**src/rtl/atom_npu_mac_vec.sv**
```systemverilog
// ============================================================================
// atom_npu_mac_vec : streamed signed dot product, saturated to OUT_W with a done pulse
// Optional macro ATOM_NPU_RELU_EN clamps negative results to zero. Rev 1.0
// ============================================================================
`default_nettype none

module atom_npu_mac_vec #(
  parameter int DATA_W  = 4,
  parameter int VEC_LEN = 4,
  parameter int OUT_W   = 8
) (
  input  logic              clk,
  input  logic              rst_n,
  input  logic              start,
  input  logic              in_valid,
  input  logic [DATA_W-1:0] input_data,
  input  logic [DATA_W-1:0] weight,
  output logic              in_ready,
  output logic [OUT_W-1:0]  output_data,
  output logic              done,
  output logic              busy
);

  localparam int ACC_W = 2*DATA_W + $clog2(VEC_LEN) + 1;
  localparam int CNT_W = (VEC_LEN > 1) ? $clog2(VEC_LEN) : 1;
  localparam logic [CNT_W-1:0] LAST_BEAT = CNT_W'(VEC_LEN - 1);
  localparam logic signed [ACC_W-1:0] SAT_MAX = {{(ACC_W-OUT_W+1){1'b0}}, {(OUT_W-1){1'b1}}};
  localparam logic signed [ACC_W-1:0] SAT_MIN = {{(ACC_W-OUT_W+1){1'b1}}, {(OUT_W-1){1'b0}}};

  typedef enum logic [1:0] {
    IDLE   = 2'd0,
    ACCUM  = 2'd1,
    OUTPUT = 2'd2
  } state_t;

  state_t                   state_q, state_d;
  logic signed [ACC_W-1:0]  acc_q, acc_d;
  logic [CNT_W-1:0]         cnt_q, cnt_d;
  logic [OUT_W-1:0]         output_data_q, output_data_d;

  logic signed [2*DATA_W-1:0] prod;
  logic signed [ACC_W-1:0]    acc_sum;
  logic [OUT_W-1:0]           result;

  assign prod    = $signed(input_data) * $signed(weight);
  assign acc_sum = acc_q + $signed({{(ACC_W-2*DATA_W){prod[2*DATA_W-1]}}, prod});

  // Result is built from acc_sum so it already includes the final beat.
  always_comb begin
    result = acc_sum[OUT_W-1:0];
    if (acc_sum > SAT_MAX) begin
      result = SAT_MAX[OUT_W-1:0];
    end else if (acc_sum < SAT_MIN) begin
      result = SAT_MIN[OUT_W-1:0];
    end
`ifdef ATOM_NPU_RELU_EN
    if (result[OUT_W-1]) begin
      result = '0;
    end
`else
`endif
  end

  always_comb begin
    state_d       = state_q;
    acc_d         = acc_q;
    cnt_d         = cnt_q;
    output_data_d = output_data_q;
    in_ready      = 1'b0;
    done          = 1'b0;
    busy          = (state_q != IDLE);
    case (state_q)
      IDLE: begin
        if (start) begin
          acc_d   = '0;
          cnt_d   = '0;
          state_d = ACCUM;
        end
      end
      ACCUM: begin
        in_ready = 1'b1;
        if (in_valid) begin
          acc_d = acc_sum;
          cnt_d = cnt_q + 1'b1;
          // Register the result on the last beat so it is visible during OUTPUT.
          if (cnt_q == LAST_BEAT) begin
            output_data_d = result;
            state_d       = OUTPUT;
          end
        end
      end
      OUTPUT: begin
        done    = 1'b1;
        state_d = IDLE;
      end
      default: begin
        state_d = IDLE;
      end
    endcase
  end

  always_ff @(posedge clk or negedge rst_n) begin
    if (!rst_n) begin
      state_q       <= IDLE;
      acc_q         <= '0;
      cnt_q         <= '0;
      output_data_q <= '0;
    end else begin
      state_q       <= state_d;
      acc_q         <= acc_d;
      cnt_q         <= cnt_d;
      output_data_q <= output_data_d;
    end
  end

  assign output_data = output_data_q;

endmodule

`default_nettype wire

```
**config.mk**
```make
export PLATFORM = sky130hd
export DESIGN_NAME = atom_npu_mac_vec
export DESIGN_NICKNAME = d
export VERILOG_FILES = /design/src/rtl/atom_npu_mac_vec.sv
export SDC_FILE = /design/constraint.sdc
export NUM_CORES = 1
export LEC_CHECK = 0
export ABC_AREA = 0
export CAP_MARGIN = 25
export CORE_MARGIN = 4
export CORE_UTILIZATION = 35
export CTS_BUF_LIST = sky130_fd_sc_hd__clkbuf_2 sky130_fd_sc_hd__clkbuf_4 sky130_fd_sc_hd__clkbuf_8
export DETAILED_ROUTE_END_ITERATION = 6
export GPL_TIMING_DRIVEN = 0
export HOLD_SLACK_MARGIN = 0.1
export PLACE_DENSITY = 0.65
export SLEW_MARGIN = 20
export SYNTH_ARGS = -nofsm -noshare
export SYNTH_HDL_FRONTEND = slang
export SYNTH_SLANG_ARGS = --single-unit
```
**constraint.sdc**
```tcl
create_clock -name clk -period 6.1 [get_ports clk]
set_input_delay 0.915 -clock clk [delete_from_list [all_inputs] [get_ports clk]]
set_output_delay 0.915 -clock clk [all_outputs]
set_load 0.01 [all_outputs]
```
==> reports/results.txt <==
actual transition at the worst max-transition pin -> 510.5 ps
buffer levels on the longest clock path -> 2
total overflow reported by the global router -> 0
Post-CTS Setup Bufs -> 0
TritonCTS clock tree -> yes
count of yosys warnings during synthesis -> 0
hold buffer count at cts -> 0
Max H-tree Level -> 1
largest family of logic cells by synthesized area -> adder cells
library cells used by synthesis -> 39
number of antenna violations at the first check in global routing -> 0
area of the mapped netlist -> 0.002191 sq mm
routability cong. -> 0.8232
endpoint type of the worst setup path -> register
die height -> 87.12 um
number of antenna cells inserted -> 0
PortBufs -> 22
cell type with the highest occurrence count on the critical path -> fa_1
xor and xnor fraction of the mapped netlist area -> 4.740%
outcome -> complete, no violations
total vias in the final route -> 1,567
portion of the post-synthesis area used by sequential elements -> 26.27%
area growth from synthesis to layout -> 17.13%
adder-cell area share of the yosys netlist -> 31.98%
aggregate global-route resource usage -> 11.86%
Std-Cell Core Area -> 0.005991 sq mm
CP bufs+invs -> 3
overall routed net length -> 3994 um
DRT iter0 DRCs -> 27
post-synthesis compound-gate area fraction -> 14.91%
DIE AREA -> 0.007589 sq mm
type of the worst setup path -> input pin to register
number of nets with antenna violations after detailed routing -> 0
arrival time at the worst endpoint -> 5090 ps
Finish-stage setup viols -> 0
final worst path period share -> 80.87%
family of cells with the greatest summed delay on the critical path -> adder cells
DRC Markers -> 0
count of endpoints failing hold in the final timing report -> 0
CTS Buf Count -> 3
wire length of the first global-routing pass -> 7203 um
largest net degree at the start of global routing -> 14
WL/cell -> 12.21 um
net total in the final layout -> 309
crit path max fanout -> 5
final setup TNS -> 0 ps
Yosys reg bits -> 23
share of synthesized cell area in and, or, nand and nor gates -> 12.79%
routed vias/inst -> 4.792
minimum clock period after layout -> 4933 ps
proportion of layout cells with a drive suffix above 1 -> 10.71%
total of cells resized after clock tree synthesis -> 0
clock root buffer -> clkbuf_8
Placement Rows -> 28
Clk Latency, worst-skew pair -> 270 ps
setup repair after global routing missed its margin -> false
max incr delay on CP -> 570 ps
synthesized area per cell -> 9.737 sq um
Worst path slowest cell -> clkdlybuf4s50_1
hpwl dp -> 3482 um
type of the tightest min-delay check -> register to register
Initial Utilization -> 36.57%
Slew HR -> 65.86%
via count of the first global-routing pass -> 1,647
MaxCap Viol Count -> 0
Post-Syn Nets -> 281
worst clock skew on the final layout -> 6.448 ps
cell chain of the critical path -> clkdlybuf4s50_1, nor2b_1, fa_1, fa_1, inv_1, fa_1, inv_1, ha_1, nor2b_4, o31a_1, o211ai_2, a31oi_1, a311o_2, a21oi_2, a21oi_2
maximum operating frequency -> 202.7 MHz
cell count after synthesis -> 225
Pre-Repair DR Iteration Count -> 4
overall die width -> 87.12 um
Reg clk slew, reported paths -> 80 ps
mux cell area share after synthesis -> 0.9709%
sinks on the clock net -> 23
number of top-level design ports -> 23
Final Slew Violations -> 0
startpoint kind of the worst setup timing path -> input pin
Req. time, crit path -> 6260 ps
cells in the mapped netlist:
| cell | number | area share (%) |
|---|---|---|
| a211oi_2 | 1 | 0.57 |
| a21o_1 | 2 | 0.69 |
| a21oi_1 | 5 | 1.1 |
| a21oi_2 | 3 | 1.2 |
| a22o_1 | 8 | 3.2 |
| a311o_2 | 1 | 0.51 |
| a311oi_1 | 1 | 0.40 |
| a31oi_1 | 1 | 0.29 |
| and2_1 | 12 | 3.4 |
| and2_4 | 1 | 0.40 |
| and2b_1 | 1 | 0.34 |
| and4_2 | 1 | 0.46 |
| buf_2 | 2 | 0.46 |
| clkbuf_1 | 1 | 0.17 |
| dfrtp_1 | 23 | 26 |
| fa_1 | 20 | 18 |
| ha_1 | 24 | 14 |
| inv_1 | 44 | 7.5 |
| inv_2 | 1 | 0.17 |
| mux2_2 | 1 | 0.51 |
| mux2i_1 | 1 | 0.46 |
| nand2_1 | 18 | 3.1 |
| nand2_4 | 1 | 0.51 |
| nand2b_1 | 1 | 0.29 |
| nor2_1 | 13 | 2.2 |
| nor2b_1 | 4 | 1.1 |
| nor2b_4 | 1 | 0.63 |
| o211a_1 | 1 | 0.46 |
| o211ai_2 | 1 | 0.57 |
| o21a_1 | 1 | 0.34 |
| o21ai_0 | 3 | 0.69 |
| o21ai_1 | 7 | 1.6 |
| o21ai_2 | 6 | 2.4 |
| o22a_2 | 1 | 0.46 |
| o31a_1 | 1 | 0.40 |
| or2_1 | 1 | 0.29 |
| xnor2_1 | 9 | 3.6 |
| xor2_1 | 1 | 0.40 |
| xor2_2 | 1 | 0.74 |
area by class of cell:
cell class                      instances  area, sq um
Buffer                                  3        13.76
Clock buffer                            3        41.29
Clock inverter                          1        5.005
Fill cell                             598         3425
Inverter                               45        168.9
Multi-Input combinational cell        154         1433
Sequential cell                        23        575.6
Tap cell                               75        93.84
Timing Repair Buffer                   23        235.2
per-layer routing:
metal	global-route usage, %	up-vias	share of wire, %
met2	22.22	9	55
met1	14.30	776	42
met5	0	-	0
met4	1.255	0	0.20
met3	2.554	2	2.6
li1	-	780	-
cells in the final DEF (no fill, tap or decap), types with 8 or more instances in the layout:
cell type	netlist	layout
ha_1	24	24
a22o_1	8	8
xnor2_1	9	9
dfrtp_1	23	23
clkdlybuf4s50_1	0	22
fa_1	20	20
nand2_1	18	18
nor2_1	13	13
and2_1	12	12
inv_1	44	44
sequential cells by signal (all words and copies together), names as in the netlist:
signal / count
cnt_q: 2
output_data: 8
state_q: 2
acc_q: 11
through the flow:
step / cell area, sq um / hold WS (ps) / cells / setup slack (ps) / util, %
floorplan: 2191 / 432.6 / 225 / 1598 / -
global placement: 2505 / 449.4 / 322 / 873.4 / 41.81
detailed placement: 2520 / 451.3 / 323 / 874.4 / 42.06
CTS: 2566 / 464.9 / 327 / 1152 / 42.84
global route: 2566 / 487.5 / 327 / 921.4 / 42.84
finish: 2566 / 463.5 / 327 / 1167 / 42.84
cell families (layout without fill, tap and decap cells):
logic type,count (synthesis),count (layout)
xor+xnor,11,11
compound gates,43,43
flops,23,23
buf+inv,48,75
fa+ha+maj,44,44
simple gates,54,54
mux,2,2
worst paths after layout:
check,startpoint,endpoint,slack (ps),depth (start not counted)
hold / removal,state_q[1]$_DFFE_PN0P_,state_q[0]$_DFFE_PN0P_,460,1
hold reg to reg,state_q[1]$_DFFE_PN0P_,state_q[0]$_DFFE_PN0P_,460,1
setup / recovery,weight[3],output_data[6]$_DFFE_PN0P_,1170,15
min in group asynchronous,rst_n,acc_q[2]$_DFFE_PN0P_,980,1
max in group asynchronous,rst_n,acc_q[8]$_DFFE_PN0P_,4640,2
setup reg to reg,acc_q[3]$_DFFE_PN0P_,output_data[6]$_DFFE_PN0P_,2150,12
Power is not shown: default switching activity piles up to over one toggle a cycle in this logic, so the estimate is an artifact.
==> variant: new RTL, same flow settings <==
Add a define of `ATOM_NPU_RELU_EN`.
--- a/src/rtl/atom_npu_mac_vec.sv
+++ b/src/rtl/atom_npu_mac_vec.sv
@@ -3,6 +3,8 @@
 // Optional macro ATOM_NPU_RELU_EN clamps negative results to zero. Rev 1.0
 // ============================================================================
 `default_nettype none
+
+`define ATOM_NPU_RELU_EN
 
 module atom_npu_mac_vec #(
   parameter int DATA_W  = 4,
Function: changed (a bounded check fails within 10 cycles, from zero or initial values and one cycle with rst_n low).
==> variant against the original RTL <==
Setup slack improved by 140 ps. Design area fell by 2.3%. Utilization fell by 0.26 points. Non-clock buffer count did not move. First-iteration DRC count rose to 3.1 times the old value. Global-route usage fell by 0.23 points. Critical path type unchanged. Critical path depth fell by 2. Sequential cell count fell by 1. Wire length fell by 2.7%. Synthesized area fell by 3.4%. Sequential share of layout area fell by 0.46 points. Die area fell by 3.1%.
==> variant: results (changes against the original RTL) <==
| Metric | Value |
|---|---|
| Final std cells w/o fill | 316 (was 327) |
| Worst Path Max Fanout | 8 (was 5) |
| Largest net degree at the start of global routing | 23 (was 14) |
| Area post-placement | 0.00242 sq mm (was 0.00252 sq mm) |
| Post-Place Worst Slack | 1030 ps (was 874 ps) |
| Max stage delay on crit path | 550 ps (was 570 ps) |
| Cell count after synthesis | 215 (was 225) |
| Fill cells | 579 (was 598) |
| FF-to-FF path depth | 11 (was 12) |
| Post-Syn Nets | 271 (was 281) |
| Fin area | 0.00251 sq mm (was 0.00257 sq mm) |
| Slowest cell on crit path | fa_1 (was clkdlybuf4s50_1) |
| Synth top cells by count | inv_1 (42), ha_1 (24), dfrtp_1 (22) (was inv_1 (44), ha_1 (24), dfrtp_1 (23)) |
| Vias in the first global route | 1525 (was 1647) |
| Layout cells sized above 1 | 7.88% (was 10.7%) |
| Dominant cells by area after synthesis | dfrtp_1 (26%), fa_1 (19%), ha_1 (14%) (was dfrtp_1 (26%), fa_1 (18%), ha_1 (14%)) |
| Placed Cells | 311 (was 323) |
| Total Wirelength | 3.89 mm (was 3.99 mm) |
| DR iter-0 viols | 85 (was 27) |
| IO buf count | 21 (was 22) |
| Vias per cell | 4.67 (was 4.79) |
| Status | completed (unchanged) |
| Sequential cell area fraction in the yosys report | 26.0% (was 26.3%) |
| Crit path DAT | 4970 ps (was 5090 ps) |
| First-pass GRT wire length | 6.87 mm (was 7.20 mm) |
| Library cells used by synthesis | 43 (was 39) |
==> variant: cell type report <==
class | instances | share of cell area, %
sequential | 22 | 22.0
tap | 75 | 3.74
inverter | 43 | 6.54
clock buffer | 3 | 1.65
clock inverter | 1 | 1.20
multi-input combinational | 146 | 54.8
timing repair buffer | 22 | 8.99
buffer | 4 | 1.10
==> variant: layer usage <==
| layer | wire, um | vias up | track usage [%] |
|---|---|---|---|
| met5 | 0 | - | 0 |
| met4 | 0 | 0 | 0.432 |
| met3 | 143 | 0 | 2.98 |
| met2 | 1960 | 14 | 20.8 |
| met1 | 1780 | 713 | 15.0 |
| li1 | - | 748 | - |
==> variant: logic make-up (layout without fill, tap and decap cells) <==
| group | count (synthesis) | after routing | synth area share, % |
|---|---|---|---|
| adder cells (fa/ha/maj) | 44 | 44 | 33.1 |
| buffers and inverters | 47 | 73 | 9.05 |
| AO/OA/AOI/OAI | 39 | 39 | 13.4 |
| multiplexers | 1 | 1 | 0.473 |
| XOR/XNOR | 12 | 12 | 4.97 |
| other | 1 | 1 | 0.177 |
| flip-flops | 22 | 22 | 26.0 |
| AND/OR/NAND/NOR | 49 | 49 | 12.8 |
==> variant: final timing paths <==
check	start	to	slack, ps
min in group asynchronous	rst_n	output_data[1]	890
max	input_data[3]	output_data[6]	1300
min reg2reg	acc_q[10]	acc_q[10]	510
min	acc_q[10]	acc_q[10]	510
max in group asynchronous	rst_n	cnt_q[0]	4780
max reg2reg	acc_q[3]	output_data[6]	2400
==> variant: report_power, final <==
part | internal (mW) | switching, mW | total [mW]
sequential | 0.216 | 0.0452 | 0.261
clock | 0.0877 | 0.0480 | 0.136
combinational | 0.454 | 0.516 | 0.970
